**src/rtl/reg_bank_shift_pkg.sv**
```systemverilog
// Shared defaults for the MAC datapath register bank: memory geometry and reset level.
package reg_bank_shift_pkg;

    localparam int   MEM_WIDTH    = 8;
    localparam int   MEM_DEPTH    = 4;
    localparam logic RESET_ACTIVE = 1'b0;

endpackage

```
**src/rtl/reg_bank_shift_wide_register.sv**
```systemverilog
// Enabled WIDTH-bit storage cell with synchronous active-low reset; one per bank entry.
module wide_register
    import reg_bank_shift_pkg::*;
#(
    parameter int WIDTH = MEM_WIDTH
) (
    input  logic             clk,
    input  logic             reset,
    input  logic             enable,
    input  logic [WIDTH-1:0] d,
    output logic [WIDTH-1:0] q
);

    always_ff @(posedge clk) begin
        if (reset == RESET_ACTIVE) begin
            q <= '0;
        end else if (enable) begin
            q <= d;
        end
    end

endmodule

```
**src/rtl/reg_bank_shift.sv**
```systemverilog
// Register bank with one write port, two registered read ports and a delay-line shift mode.
module reg_bank_shift
    import reg_bank_shift_pkg::*;
#(
    parameter int WIDTH = MEM_WIDTH,
    parameter int DEPTH = MEM_DEPTH,
    parameter int AW    = $clog2(DEPTH)
) (
    input  logic             clk,
    input  logic             reset,
    input  logic             wr_en,
    input  logic [AW-1:0]    wr_addr,
    input  logic [WIDTH-1:0] wr_data,
    input  logic             shift_en,
    input  logic [WIDTH-1:0] shift_in,
    input  logic [AW-1:0]    rd_addr_a,
    output logic [WIDTH-1:0] rd_data_a,
    input  logic [AW-1:0]    rd_addr_b,
    output logic [WIDTH-1:0] rd_data_b,
    output logic [WIDTH-1:0] shift_out,
    output logic [DEPTH-1:0] valid
);

    logic [WIDTH-1:0] w_entry [DEPTH];
    logic [WIDTH-1:0] w_next  [DEPTH];
    logic [DEPTH-1:0] w_en;
    logic [DEPTH-1:0] w_valid_next;
    logic [WIDTH-1:0] w_rd_a;
    logic [WIDTH-1:0] w_rd_b;

    logic [WIDTH-1:0] r_rd_a;
    logic [WIDTH-1:0] r_rd_b;
    logic [WIDTH-1:0] r_shift_out;
    logic [DEPTH-1:0] r_valid;

    // Next state: shift first, then a write overrides its single target entry.
    always_comb begin
        w_valid_next = r_valid;
        w_en         = '0;
        for (int i = 0; i < DEPTH; i++) begin
            w_next[i] = w_entry[i];
        end
        if (shift_en) begin
            w_next[0]    = shift_in;
            w_valid_next = {r_valid[DEPTH-2:0], 1'b1};
            w_en         = '1;
            for (int i = 1; i < DEPTH; i++) begin
                w_next[i] = w_entry[i-1];
            end
        end
        if (wr_en) begin
            for (int i = 0; i < DEPTH; i++) begin
                if (wr_addr == i[AW-1:0]) begin
                    w_next[i]       = wr_data;
                    w_valid_next[i] = 1'b1;
                    w_en[i]         = 1'b1;
                end
            end
        end
    end

    // Reads see the post-shift, post-write state; unmatched addresses fall through to 0.
    always_comb begin
        w_rd_a = '0;
        w_rd_b = '0;
        for (int i = 0; i < DEPTH; i++) begin
            if (rd_addr_a == i[AW-1:0]) begin
                w_rd_a = w_next[i];
            end
            if (rd_addr_b == i[AW-1:0]) begin
                w_rd_b = w_next[i];
            end
        end
    end

    for (genvar g = 0; g < DEPTH; g++) begin : g_cell
        wide_register #(
            .WIDTH(WIDTH)
        ) u_cell (
            .clk   (clk),
            .reset (reset),
            .enable(w_en[g]),
            .d     (w_next[g]),
            .q     (w_entry[g])
        );
    end

    always_ff @(posedge clk) begin
        if (reset == RESET_ACTIVE) begin
            r_rd_a      <= '0;
            r_rd_b      <= '0;
            r_shift_out <= '0;
            r_valid     <= '0;
        end else begin
            r_rd_a  <= w_rd_a;
            r_rd_b  <= w_rd_b;
            r_valid <= w_valid_next;
            if (shift_en) begin
                r_shift_out <= w_entry[DEPTH-1];
            end
        end
    end

    assign rd_data_a = r_rd_a;
    assign rd_data_b = r_rd_b;
    assign shift_out = r_shift_out;
    assign valid     = r_valid;

endmodule

```
**config.mk**
```make
export PLATFORM = sky130hd
export DESIGN_NAME = reg_bank_shift
export DESIGN_NICKNAME = d
export VERILOG_FILES = /design/src/rtl/reg_bank_shift_pkg.sv /design/src/rtl/reg_bank_shift_wide_register.sv /design/src/rtl/reg_bank_shift.sv
export SDC_FILE = /design/constraint.sdc
export NUM_CORES = 1
export LEC_CHECK = 0
export ABC_AREA = 1
export BUFFER_PORTS_ARGS = -buffer_cell sky130_fd_sc_hd__clkbuf_2
export CORE_UTILIZATION = 50
export DETAILED_ROUTE_END_ITERATION = 8
export GPL_ROUTABILITY_DRIVEN = 0
export PLACE_DENSITY_LB_ADDON = 0.12
export SYNTH_ARGS = -nofsm -noshare
export SYNTH_HDL_FRONTEND = slang
export SYNTH_SLANG_ARGS = --single-unit
```
**constraint.sdc**
```tcl
create_clock -name clk -period 2.26 [get_ports clk]
set_clock_uncertainty 0.1 [all_clocks]
set_input_delay 0.339 -clock clk [delete_from_list [all_inputs] [get_ports clk]]
set_output_delay 0.339 -clock clk [all_outputs]
set_load 0.05 [all_outputs]
```
# After elaboration in Yosys (flattened, before gate mapping)
# Index checks and enable logic that the tools add are counted.
# op_classes
n_mux	26
reduce_logical	3
n_eq_ne	9
# op_table
cell	count
$mux W8	12
$mux W32	2
$mux W4	4
$eq A2 B2 Y1 const B	6
$mux W1	8
$eq A2 B1 Y1 const B	3
$logic_not A2 Y1	3
# totals
word_cells	46
input_bits	26
register_bits	60
out_inout_bits	28

# Logic depth before layout (Yosys ltp)
# depth
word_depth	7
mapped_depth	11
mapped_depth_nobuf	9

# Hierarchy
# A second synthesis with hierarchy kept.
# unflattened
hier_cells	636
area_unflattened_um2	3698.5
# modules_own_cells
module	seq_area_each_um2	cells_per_inst	n_inst	area_each_um2
reg_bank_shift	560.5	432	1	2272.2
wide_register	160.2	51	4	356.6

# Least setup slack after synthesis
# OpenSTA, ideal clock, no wires.
# synth_path
path_kind	in2reg
startpoint	input port shift_en
endpoint	register r_rd_a[1], in the netlist rd_data_a[1]
setup_ps	111
cell_stages	10
required_time_ps	2049
t_arrival_ps	1097
n_path_buf	2
slack_ps	951
cell_sequence	buf_4 inv_4 buf_4 nand2_1 nand2_1 nand2_1 nand3_1 nand2_1 nor2_1 nor2_1
# synth_between
elab_chain_cells	7
word_cells_on_any_way	10
classes_between	mux (10)
# synth_rtl
item	line_no	source
start: declaration	reg_bank_shift.sv:14	input logic shift_en,
$mux W32 (*)	reg_bank_shift.sv:43	if (shift_en) begin
$mux W8	reg_bank_shift.sv:53	if (wr_addr == i[AW-1:0]) begin
$mux W32 (*)	reg_bank_shift.sv:51	if (wr_en) begin
$mux W8 (3 in series)	reg_bank_shift.sv:67	if (rd_addr_a == i[AW-1:0]) begin
$mux W8 (*)	reg_bank_shift.sv:67	
end signal: assignment	reg_bank_shift.sv:95	r_rd_a <= w_rd_a;
end: declaration	reg_bank_shift.sv:31	logic [WIDTH-1:0] r_rd_a;
# Every way passes the cells marked *; elsewhere a longest branch is shown, timed or not.
# A chain may end at the register's enable or synchronous reset.

# Worst setup path after layout
# layout_path
startpoint	input port wr_en
endpoint	register r_rd_b[7], in the netlist rd_data_b[7]
# layout_between
elab_chain_cells	5
# layout_rtl
item	line_no	source
start: declaration	reg_bank_shift.sv:11	input logic wr_en,
$mux W32 (*)	reg_bank_shift.sv:51	
$mux W8 (3 in series)	reg_bank_shift.sv:70	if (rd_addr_b == i[AW-1:0]) begin
$mux W8 (*)	reg_bank_shift.sv:70	
end signal: assignment	reg_bank_shift.sv:96	r_rd_b <= w_rd_b;
end: declaration	reg_bank_shift.sv:32	logic [WIDTH-1:0] r_rd_b;
# Marks and branches as above.

==> impl_metrics.env <==
export IMPL_synthCells=499
export IMPL_mostFrequentLayoutCell="sky130_fd_sc_hd__nand2_1"
export IMPL_die_area_sq_um=6490
export IMPL_cts_sinks=60
export IMPL_critPathSlowestCell="sky130_fd_sc_hd__clkbuf_2"
export IMPL_grt_start_max_net_pins=51
export IMPL_layout_min_cycle_time_ns=1.61
export IMPL_power_net_switching_mw=0.867
export IMPL_wl_per_cell_microns=13.8
export IMPL_yosysSeqAreaShare_pct=38.9
export IMPL_cts_clk_slew_worst_paths_ns=0.07
export IMPL_first_global_vias=3067
export IMPL_antennaDiodeCount=0
export IMPL_nets=571
export IMPL_tritoncts_clock_tree="done"
export IMPL_wire_length_of_the_first_global_routing_pass_mm=14.1
export IMPL_clock_path_buffers=2
export IMPL_max_slew_margin_rel_pct=25.3
export IMPL_critPathLaunchType="input pin"
export IMPL_io_pins=54
export IMPL_worstPathArrival_ns=1.78
export IMPL_synth_adder_area_share_pct=0
export IMPL_synth_largest_type_area_fraction_pct=38.9
export IMPL_drt_first_pass_iters=4
export IMPL_parity_gate_share_of_the_synthesized_area_counting_xor_and_xnor_cells_pct=0
export IMPL_combPwrFrac_pct=20.4
export IMPL_syn_std_cell_area_sq_um=3090
export IMPL_placement_rows=28
export IMPL_setup_violations_final=0
export IMPL_largest_fanout_on_the_critical_path=21
export IMPL_cts_root_buf="sky130_fd_sc_hd__clkbuf_8"
export IMPL_port_buffers=53
export IMPL_synthesis_nets=525
export IMPL_p_seq_share_pct=42.2
export IMPL_clock_power_share_pct=37.4
export IMPL_die_height_microns=80.6
export IMPL_count_of_endpoints_failing_hold_in_the_final_timing_report=0
export IMPL_yosys_top_cell_by_area="sky130_fd_sc_hd__dfxtp_1"
export IMPL_max_cap_viol_count=0
export IMPL_criticalPathCategory="input pin to flop"
export IMPL_outcome="complete, no violations"
export IMPL_crit_chain="clkbuf_2, nand3_2, inv_2, nand2_1, nand2_1, o21ai_0, nor2_1"
export IMPL_layout_worst_path_cycle_share_pct=71.4
export IMPL_max_vdd_ir_drop_mv=0.479
export IMPL_drt_total_wl_mm=8.62
export IMPL_groute_usage_overall_pct=29.0
export IMPL_place_detailed_hpwl_mm=5.92
export IMPL_globalRoute_totalOverflow=0
export IMPL_dominant_combinational_cell_family_by_area_after_synthesis="simple AND/OR/NAND/NOR gates"
export IMPL_power_mw=2.75
export IMPL_first_iter_violations=247
export IMPL_crit_path_end_kind="flop"
export IMPL_synth_compound_gate_area_share_pct=8.43
export IMPL_synth_cell_type_count=20
export IMPL_syn_mean_instance_area_sq_um=6.19
export IMPL_clkLatencyLatePin_ns=0.34
export IMPL_maxClockFrequency_mhz=620
export IMPL_p_int_mw=1.88
export IMPL_worst_endpoint_required_ns=2.42
export IMPL_vias=3247
export IMPL_count_of_instances_resized_after_the_clock_tree_is_built=0
export IMPL_timing_critical_path_slowest_cell_delay_ns=0.38
export IMPL_synth_simple_gate_area_share_pct=45.2
export IMPL_finalMaxSlewViolations=0
export IMPL_total_leakage_power_nw=1.90
export IMPL_ys_ff_latch=60
export IMPL_antenna_found_initial=0
export IMPL_ys_top_cells_by_area="sky130_fd_sc_hd__dfxtp_1, sky130_fd_sc_hd__nand2_1, sky130_fd_sc_hd__nor2_1"
export IMPL_ctsHoldBuffers=0
export IMPL_cpMostUsedCell="sky130_fd_sc_hd__nand2_1"
export IMPL_class_of_the_most_critical_hold_timing_path="input pin to flop"
export IMPL_fraction_of_power_spent_switching_nets_pct=31.5
export IMPL_layout_drive_gt1_share_pct=14.6
export IMPL_drcViolationCount=0
export IMPL_final_cell_mix="sky130_fd_sc_hd__nand2_1, sky130_fd_sc_hd__dfxtp_1, sky130_fd_sc_hd__nor2_1"
export IMPL_routed_via_density=5.20
export IMPL_area_growth_syn_to_layout_pct=15.2
export IMPL_starting_density_of_the_core_pct=51.8
export IMPL_core_region_area_sq_um=5960
export IMPL_setup_tns_ns=0
export IMPL_cts_buffers=9
export IMPL_htreeDepth=3
export IMPL_mux_cell_area_share_after_synthesis_pct=0
export IMPL_worst_slew_pin_slew_ns=1.11
export IMPL_power_density_cells_nw_per_um2=773
export IMPL_count_of_buffers_added_by_post_cts_timing_repair_for_setup=0
export IMPL_rsz0062_at_grt="no"
export IMPL_yosys_warnings=0
export IMPL_die_width_microns=80.6
export IMPL_detail_route_antenna_nets=0
==> sequential cells by signal (all words and copies together), names as in the netlist <==
signal	flops
g_cell.u_cell.q	32
rd_data_a	8
rd_data_b	8
shift_out	8
valid	4
==> critical path, delay by kind of cell <==
family | cells | cell delay (ns)
buffers and inverters | 2 | 0.63
and+or+nand+nor | 4 | 0.71
AOI/OAI and AO/OA | 1 | 0.08
==> worst paths after layout <==
path | from | endpoint | slack, ns | cells after the start
max | wr_en | rd_data_b[7]$_SDFF_PN0_ | 0.65 | 7
min | shift_in[3] | g_cell[0].u_cell.q[3]$_SDFFE_PN0P_ | 0.24 | 5
max reg2reg | g_cell[3].u_cell.q[6]$_SDFFE_PN0P_ | rd_data_a[6]$_SDFF_PN0_ | 1.09 | 5
min reg2reg | valid[3]$_SDFF_PN0_ | valid[3]$_SDFF_PN0_ | 0.39 | 2
==> layer usage <==
metal	routed length, microns	GRT usage, %	up-vias
li1	-	-	1676
met2	4130	48.5	106
met4	273	13.0	0
met1	3710	35.1	1437
met5	0	0	-
met3	498	6.48	28
==> metrics by stage <==
stage	setup slack (ns)	utilization, %	hold slack [ns]	std cells	instance area [sq um]
finish	0.646	59.7	0.243	624	3560
CTS	0.678	59.7	0.239	624	3560
global route	0.519	59.7	0.252	624	3560
global placement	0.337	56.3	0.369	609	3350
floorplan	0.951	-	0.346	499	3090
detailed placement	0.305	56.3	0.376	609	3350
==> cell usage after synthesis (all sizes together) <==
master / number
a21oi: 28
a31oi: 2
buf: 15
clkbuf: 5
clkinv: 1
dfxtp: 60
inv: 28
nand2: 232
nand3: 33
nand4: 16
nor2: 60
o211ai: 7
o21ai: 11
or2: 1
==> final cells by class <==
| type | count | area, sq um |
|---|---|---|
| clock inverter | 6 | 80.1 |
| tap | 75 | 93.8 |
| inverter | 29 | 111 |
| sequential | 60 | 1200 |
| fill | 626 | 2400 |
| multi-input combinational | 390 | 1660 |
| clock buffer | 9 | 124 |
| timing repair buffer | 55 | 293 |
==> power by group through the flow <==
stage / Combinational (mW) / Sequential [mW] / Clock (mW)
floorplan: 0.286 / 1.31 / 0
CTS: 0.559 / 1.16 / 1.04
global route: 0.624 / 1.17 / 1.09
global placement: 0.551 / 1.18 / 0
detailed placement: 0.557 / 1.19 / 0
finish: 0.561 / 1.16 / 1.03
==> logic make-up (layout without fill, tap and decap cells) <==
group,after synthesis,count (layout)
AOI/OAI and AO/OA,48,48
buffers and inverters,49,99
DFF,60,60
and+or+nand+nor,342,342
No activity file was read; power rests on OpenSTA's default activity.
